File: src/rtl/sad_pkg.sv
// sad_pkg: shared types, defaults and helpers for the SAD search engine
package sad_pkg;
  typedef enum logic [1:0] {IDLE, LOAD_REF, SEARCH, DONE} state_t;
  localparam int DEF_PIX_W = 8;
  localparam int DEF_BLK_N = 256;
  localparam int DEF_NUM_CAND = 16;
  function automatic logic [31:0] absdiff(input logic [31:0] a, input logic [31:0] b);
    return a > b ? a - b : b - a;
  endfunction
  function automatic int clog2_min1(input int n);
    return n > 2 ? $clog2(n) : 1;
  endfunction
endpackage

File: src/rtl/sad_if.sv
// sad_if: reference and candidate pixel streams with valid/ready handshakes
//   master drives ref/cand valid+data, slave (the engine) drives both readys
interface sad_if #(parameter int PIX_W = sad_pkg::DEF_PIX_W);
  logic ref_valid, ref_ready, cand_valid, cand_ready;
  logic [PIX_W-1:0] ref_data, cand_data;
  modport master (output ref_valid, ref_data, cand_valid, cand_data, input ref_ready, cand_ready);
  modport slave (input ref_valid, ref_data, cand_valid, cand_data, output ref_ready, cand_ready);
endinterface

File: src/rtl/sad_ref_buffer.sv
// sad_ref_buffer: BLK_N x PIX_W register file, one write port, combinational read
//   clk, we/waddr/wdata write port, raddr/rdata read port; contents not reset
module sad_ref_buffer import sad_pkg::*; #(
  parameter int PIX_W = DEF_PIX_W,
  parameter int BLK_N = DEF_BLK_N
) (
  input  logic                     clk,
  input  logic                     we,
  input  logic [$clog2(BLK_N)-1:0] waddr,
  input  logic [PIX_W-1:0]         wdata,
  input  logic [$clog2(BLK_N)-1:0] raddr,
  output logic [PIX_W-1:0]         rdata
);
  logic [PIX_W-1:0] mem_q [BLK_N];
  always_ff @(posedge clk)
    if (we) mem_q[waddr] <= wdata;
  assign rdata = mem_q[raddr];
endmodule

File: src/rtl/sad_search_engine.sv
// sad_search_engine: full-search SAD motion estimation with running minimum
//   clk, rst (async active-low), start pulse, s = ref/cand stream slave,
//   sad_valid/sad_out/sad_idx per candidate, best_sad/best_idx running min,
//   busy, done pulse. Optional SAD_EARLY_TERM_EN abandons hopeless candidates.
module sad_search_engine import sad_pkg::*; #(
  parameter int PIX_W = DEF_PIX_W,
  parameter int BLK_N = DEF_BLK_N,
  parameter int NUM_CAND = DEF_NUM_CAND,
  localparam int SAD_W = PIX_W + $clog2(BLK_N),
  localparam int IDX_W = clog2_min1(NUM_CAND)
) (
  input  logic             clk,
  input  logic             rst,
  input  logic             start,
  sad_if.slave             s,
  output logic             sad_valid,
  output logic [SAD_W-1:0] sad_out,
  output logic [IDX_W-1:0] sad_idx,
  output logic [SAD_W-1:0] best_sad,
  output logic [IDX_W-1:0] best_idx,
  output logic             busy,
  output logic             done
);
  localparam int PC_W = $clog2(BLK_N);
  state_t state_q, state_d;
  logic [PC_W-1:0] pix_cnt_q, pix_cnt_d;
  logic [IDX_W-1:0] cand_cnt_q, cand_cnt_d, sad_idx_q, sad_idx_d, best_idx_q, best_idx_d;
  logic [SAD_W-1:0] acc_q, acc_d, sad_out_q, sad_out_d, best_sad_q, best_sad_d;
  logic sad_valid_q, sad_valid_d;
  logic [PIX_W-1:0] ref_rd;
  logic start_go, ref_hs, cand_hs, pix_last, cand_last, ab_now;
  logic [SAD_W-1:0] diff, sum, acc_nx, result;

  assign start_go = state_q == IDLE && start;
  assign ref_hs = s.ref_valid && s.ref_ready;
  assign cand_hs = s.cand_valid && s.cand_ready;
  assign pix_last = pix_cnt_q == PC_W'(BLK_N - 1);
  assign cand_last = cand_cnt_q == IDX_W'(NUM_CAND - 1);
  assign diff = SAD_W'(absdiff(32'(s.cand_data), 32'(ref_rd)));
  assign sum = acc_q + diff;

  sad_ref_buffer #(.PIX_W(PIX_W), .BLK_N(BLK_N)) u_buf (
    .clk(clk), .we(ref_hs), .waddr(pix_cnt_q), .wdata(s.ref_data),
    .raddr(pix_cnt_q), .rdata(ref_rd)
  );

`ifdef SAD_EARLY_TERM_EN
  // once the partial sum reaches the best so far the candidate cannot win;
  // its pixels are still consumed to keep the stream aligned
  logic ab_q, ab_d;
  assign ab_now = ab_q || sum >= best_sad_q;
  assign acc_nx = ab_q ? acc_q : sum;
  always_comb ab_d = start_go ? 1'b0 : cand_hs ? !pix_last && ab_now : ab_q;
  always_ff @(posedge clk or negedge rst)
    if (!rst) ab_q <= 1'b0;
    else ab_q <= ab_d;
`else
  assign ab_now = 1'b0;
  assign acc_nx = sum;
`endif
  assign result = ab_now ? '1 : sum;

  always_ff @(posedge clk or negedge rst)
    if (!rst) state_q <= IDLE;
    else state_q <= state_d;

  always_comb begin
    state_d = state_q;
    unique case (state_q)
      IDLE:     if (start) state_d = LOAD_REF;
      LOAD_REF: if (ref_hs && pix_last) state_d = SEARCH;
      SEARCH:   if (cand_hs && pix_last && cand_last) state_d = DONE;
      DONE:     state_d = IDLE;
    endcase
  end

  always_comb begin
    s.ref_ready = state_q == LOAD_REF;
    s.cand_ready = state_q == SEARCH;
    busy = state_q != IDLE;
    done = state_q == DONE;
  end

  always_comb begin
    pix_cnt_d = pix_cnt_q;
    cand_cnt_d = cand_cnt_q;
    acc_d = acc_q;
    sad_valid_d = 1'b0;
    sad_out_d = sad_out_q;
    sad_idx_d = sad_idx_q;
    best_sad_d = best_sad_q;
    best_idx_d = best_idx_q;
    if (start_go) begin
      pix_cnt_d = '0;
      cand_cnt_d = '0;
      acc_d = '0;
      best_sad_d = '1;
      best_idx_d = '0;
    end else if (ref_hs) pix_cnt_d = pix_cnt_q + PC_W'(1);
    else if (cand_hs) begin
      pix_cnt_d = pix_cnt_q + PC_W'(1);
      acc_d = pix_last ? '0 : acc_nx;
      if (pix_last) begin
        sad_valid_d = 1'b1;
        sad_out_d = result;
        sad_idx_d = cand_cnt_q;
        cand_cnt_d = cand_cnt_q + IDX_W'(1);
        if (!ab_now && sum < best_sad_q) begin
          best_sad_d = sum;
          best_idx_d = cand_cnt_q;
        end
      end
    end
  end

  always_ff @(posedge clk or negedge rst)
    if (!rst) begin
      pix_cnt_q <= '0;
      cand_cnt_q <= '0;
      acc_q <= '0;
      sad_valid_q <= 1'b0;
      sad_out_q <= '0;
      sad_idx_q <= '0;
      best_sad_q <= '1;
      best_idx_q <= '0;
    end else begin
      pix_cnt_q <= pix_cnt_d;
      cand_cnt_q <= cand_cnt_d;
      acc_q <= acc_d;
      sad_valid_q <= sad_valid_d;
      sad_out_q <= sad_out_d;
      sad_idx_q <= sad_idx_d;
      best_sad_q <= best_sad_d;
      best_idx_q <= best_idx_d;
    end

  assign sad_valid = sad_valid_q;
  assign sad_out = sad_out_q;
  assign sad_idx = sad_idx_q;
  assign best_sad = best_sad_q;
  assign best_idx = best_idx_q;
endmodule

File: src/flat_wrapper.sv
// flat-port wrapper written by rule: the top's interface ports become plain ports
module sad_search_engine_flat import sad_pkg::*;
#(
  parameter int PIX_W = DEF_PIX_W,
  parameter int BLK_N = DEF_BLK_N,
  parameter int NUM_CAND = DEF_NUM_CAND,
  localparam int SAD_W = PIX_W + $clog2(BLK_N),
  localparam int IDX_W = clog2_min1(NUM_CAND)
)
  (clk, rst, start, sad_valid, sad_out, sad_idx, best_sad, best_idx, busy, done, s_ref_valid, s_ref_data, s_cand_valid, s_cand_data, s_ref_ready, s_cand_ready);
  sad_if #(.PIX_W(PIX_W)) s_i ();
  input  logic clk;
  input  logic rst;
  input  logic start;
  output logic sad_valid;
  output logic [SAD_W-1:0] sad_out;
  output logic [IDX_W-1:0] sad_idx;
  output logic [SAD_W-1:0] best_sad;
  output logic [IDX_W-1:0] best_idx;
  output logic busy;
  output logic done;
  input wire logic [$bits(s_i.ref_valid)-1:0] s_ref_valid;
  input wire logic [$bits(s_i.ref_data)-1:0] s_ref_data;
  input wire logic [$bits(s_i.cand_valid)-1:0] s_cand_valid;
  input wire logic [$bits(s_i.cand_data)-1:0] s_cand_data;
  output wire logic [$bits(s_i.ref_ready)-1:0] s_ref_ready;
  output wire logic [$bits(s_i.cand_ready)-1:0] s_cand_ready;
  assign s_i.ref_valid = s_ref_valid;
  assign s_i.ref_data = s_ref_data;
  assign s_i.cand_valid = s_cand_valid;
  assign s_i.cand_data = s_cand_data;
  assign s_ref_ready = s_i.ref_ready;
  assign s_cand_ready = s_i.cand_ready;
  sad_search_engine #(.PIX_W(PIX_W), .BLK_N(BLK_N), .NUM_CAND(NUM_CAND)) u_core (.clk(clk), .rst(rst), .start(start), .s(s_i), .sad_valid(sad_valid), .sad_out(sad_out), .sad_idx(sad_idx), .best_sad(best_sad), .best_idx(best_idx), .busy(busy), .done(done));
endmodule
File: config.mk
export PLATFORM = sky130hd
export DESIGN_NAME = sad_search_engine_flat
export DESIGN_NICKNAME = d
export VERILOG_FILES = /design/src/rtl/sad_pkg.sv /design/src/rtl/sad_if.sv /design/src/rtl/sad_ref_buffer.sv /design/src/rtl/sad_search_engine.sv /design/src/flat_wrapper.sv
export SDC_FILE = /design/constraint.sdc
export NUM_CORES = 2
export LEC_CHECK = 0
export CAP_MARGIN = 20
export CORE_ASPECT_RATIO = 1.1
export CORE_UTILIZATION = 50
export DETAILED_ROUTE_END_ITERATION = 10
export MAX_ROUTING_LAYER = met4
export PLACE_DENSITY = 0.65
export SLEW_MARGIN = 20
export SYNTH_ARGS = -nofsm -noshare
export SYNTH_HDL_FRONTEND = slang
export SYNTH_SLANG_ARGS = --single-unit
File: constraint.sdc
create_clock -name clk -period 13.7 [get_ports clk]
set_clock_uncertainty 0.2 [all_clocks]
set_input_delay 1.37 -clock clk [delete_from_list [all_inputs] [get_ports clk]]
set_output_delay 1.37 -clock clk [all_outputs]
set_load 0.005 [all_outputs]
==> results.md <==
- Clock period minus worst slack: 10790 ps
- GR Overflow Total: 0
- Worst hold path type: flip-flop to flip-flop
- Post-route setup TNS: 0 ps
- Final Hold Fails: 0
- Critical R2R Capture: u_core.best_idx[1]
- Fin. max-slew vios: 0
- Vias in the first global route: 40706
- Die W: 393 um
- Setup ws final: 2910 ps
- Max Fanout on Critical Path: 101
- CTS resizes: 0
- Worst Setup EP: u_core.best_idx[1]
- Main synth FF type: edfxtp_1
- Buf+Inv Stages, Crit Path: 3
- Status: finished, final reports clean
- Final period util: 78.7%
- Lkg Pwr: 29.0 nW
- Max cap viols: 0
- Fmax: 92.7 MHz
- Vias/cell: 6.29
- NumNets Final: 4180
- Critical path's most frequent cell: ha_1
- Arr. time, crit path: 11270 ps
- Crit path kind: flip-flop to flip-flop
- DR vias: 40778
- Clock buffers created by TritonCTS: 200
- Antenna viol nets, final: 0
- Peak VDD IR: 190 uV
- Initial antenna violation count: 2
- Reg2Reg Launch Point: u_core.pix_cnt_q[0]
- Most frequent cells in the layout: edfxtp_1, mux4_2, nor2_1, clkbuf_16, nand2_1
- Num rows: 157
- Die area: 169000 um^2
- Post-synthesis net count: 4053
- #FFs+latches synth: 2119
- Post-synth EDFFs: 2048
- H-tree lvl count: 4
- Die Ht: 432 um
- Area growth, synth to finish: 11.1%
- Gpl congestion: 0.920
- Largest net degree at the start of global routing: 158
- CP required: 14180 ps
- CP Launch Type: flip-flop
- Max incr delay on CP: 890 ps
- Critical-path top delay cell: dfrtp_4
- R2r setup slk: 2910 ps
- CP top delay family: compound AO/OA/AOI/OAI gates
- Syn Inst Count: 3973
- CTS tree: done
- RSZ-0062 raised after global routing: false
- Clk buf depth: 3
- Crit. path cell count: 30
- Pre-CTS setup slack: 3010 ps
- Hold buffers post-CTS: 0
- Worst setup startpoint: u_core.pix_cnt_q[0]
- Fillers: 12405
- Final WL: 204000 um
- Starting density of the core: 50.4%
- Synthesized area per cell: 21.1 um^2
- Clk root buf: clkbuf_16
- Total global routing track utilization: 25.2%
- Routed WL per cell: 31.4 um
- CORE AREA: 167000 um^2
- Detailed Routing Iterations Pass 1: 5
- Max-slew headroom: 23.5%
- Layout cells sized above 1: 23.3%
- Diodes inserted: 0
- Clk slew on worst S/H paths: 60 ps
- Clock Sinks: 2119
- Yosys warns: 0
- # IOs: 66
- Most common cell after layout, fill and taps aside: edfxtp_1
- Worst-Skew Late Latency: 860 ps
- PwrDens: 181 nW/um^2
- Seq/Total Area, Yosys: 75.4%
- Worst reg-to-reg path cell count: 30
- Post-CTS Setup Repair Bufs: 0
- DR iter-0 viols: 5008
- Synth async-reset ratio: 3.35%
- Worst Max-Slew Pin Slew: 1140 ps
- CP endpoint kind: flip-flop
- Global-route wire length before repair: 294000 um
- Synthesized area: 83900 um^2
- Final Setup Violations: 0
- IO Port Bufs: 65
- DRC Markers: 0
- DP HPWL: 123000 um
- Cell variety after synth: 67
## worst register-to-register path, delay by kind of cell, from the launching register on
| kind | cells | cell delay, ps |
|---|---|---|
| mux | 4 | 1610 |
| fa+ha+maj | 3 | 1090 |
| buf+inv | 3 | 1130 |
| compound gates | 14 | 4710 |
| simple gates | 5 | 800 |
| flops | 1 | 890 |
| xor+xnor | 1 | 220 |
## cell families (layout without fill, tap and decap cells)
family	count (synthesis)	in the layout	synth area share, %
flip-flops	2119	2119	75.4
multiplexers	662	662	16.7
AND/OR/NAND/NOR	575	575	2.88
buffers and inverters	270	555	1.59
AO/OA/AOI/OAI	264	264	2.26
adder cells (fa/ha/maj)	59	59	0.907
XOR/XNOR	24	24	0.267
## cells in the mapped netlist (all sizes together), types with 7 or more instances
cell / number / area share, %
o21a: 8 / 0.072
edfxtp: 2048 / 73
clkbuf: 119 / 0.53
a22oi: 38 / 0.34
nor2: 300 / 1.3
a21oi: 37 / 0.22
nand2: 153 / 0.68
xor2: 9 / 0.094
a21o: 14 / 0.13
o22ai: 14 / 0.10
a221oi: 14 / 0.15
nor3: 26 / 0.16
inv: 49 / 0.22
a31oi: 10 / 0.075
o32ai: 10 / 0.10
a22o: 35 / 0.37
nand2b: 10 / 0.075
and3: 12 / 0.089
dfrtp: 55 / 1.6
xnor2: 14 / 0.15
ha: 56 / 0.84
dfstp: 16 / 0.50
or3: 7 / 0.052
o21ai: 37 / 0.22
mux4: 587 / 16
nand3: 29 / 0.17
mux2i: 71 / 0.85
o211ai: 7 / 0.063
buf: 101 / 0.84
nor2b: 13 / 0.097
## area by class of cell
class                           count  area [um^2]  share of cell area [%]
Sequential cell                  2119        63300                    67.9
Multi-Input combinational cell   1584        19300                    20.8
Clock buffer                      250         5260                    5.64
Tap cell                         2226         2790                    2.99
Timing Repair Buffer              145         1420                    1.52
Clock inverter                    110          912                   0.979
Inverter                           50          188                   0.201
## routing by layer
| metal | part of all wire (%) | GRT usage, % |
|---|---|---|
| met5 | 0 | - |
| met4 | 3.2 | 8.04 |
| met3 | 8.1 | 4.36 |
| met2 | 49 | 39.0 |
| met1 | 40 | 34.3 |
## power breakdown
part	switching (mW)	internal, mW	leakage [nW]
Sequential	0.103	7.17	19.3
Combinational	2.36	1.94	6.66
Clock	2.37	2.89	3.01
Total	4.83	12.0	29.0
## per-stage QoR
step | util [%] | cells | hold WS [ps] | total power [mW] | cell area [um^2]
global placement | 52.2 | 6121 | 259 | 11.7 | 87000
global route | 56.0 | 6484 | 285 | 17.4 | 93200
finish | 56.0 | 6484 | 271 | 16.8 | 93200
CTS | 55.9 | 6481 | 278 | 16.9 | 93200
floorplan | - | 3973 | 256 | 10.4 | 83900
detailed placement | 52.2 | 6121 | 263 | 11.7 | 87000
## flip-flops by register name, summed over array words and instances (netlist names)
name	count
u_core.sad_idx	4
u_core.u_buf.mem_q	2048
u_core.state_q	2
u_core.acc_q	16
u_core.cand_cnt_q	4
u_core.sad_valid	1
u_core.best_idx	4
u_core.sad_out	16
u_core.pix_cnt_q	8
u_core.best_sad	16
## how the worst min path moves through the flow
stage / slack [ps] / startpoint / cells past startpoint / endpoint
floorplan: 260 / u_core.acc_q[14] / 2 / u_core.acc_q[14]
global placement: 260 / u_core.sad_out[0] / 2 / u_core.sad_out[0]
CTS: 280 / u_core.sad_out[6] / 2 / u_core.sad_out[6]
finish: 270 / u_core.sad_out[6] / 2 / u_core.sad_out[6]
detailed placement: 260 / u_core.sad_idx[0] / 2 / u_core.sad_idx[0]
global route: 290 / u_core.sad_out[6] / 2 / u_core.sad_out[6]
(Power assumes the default switching activity.)
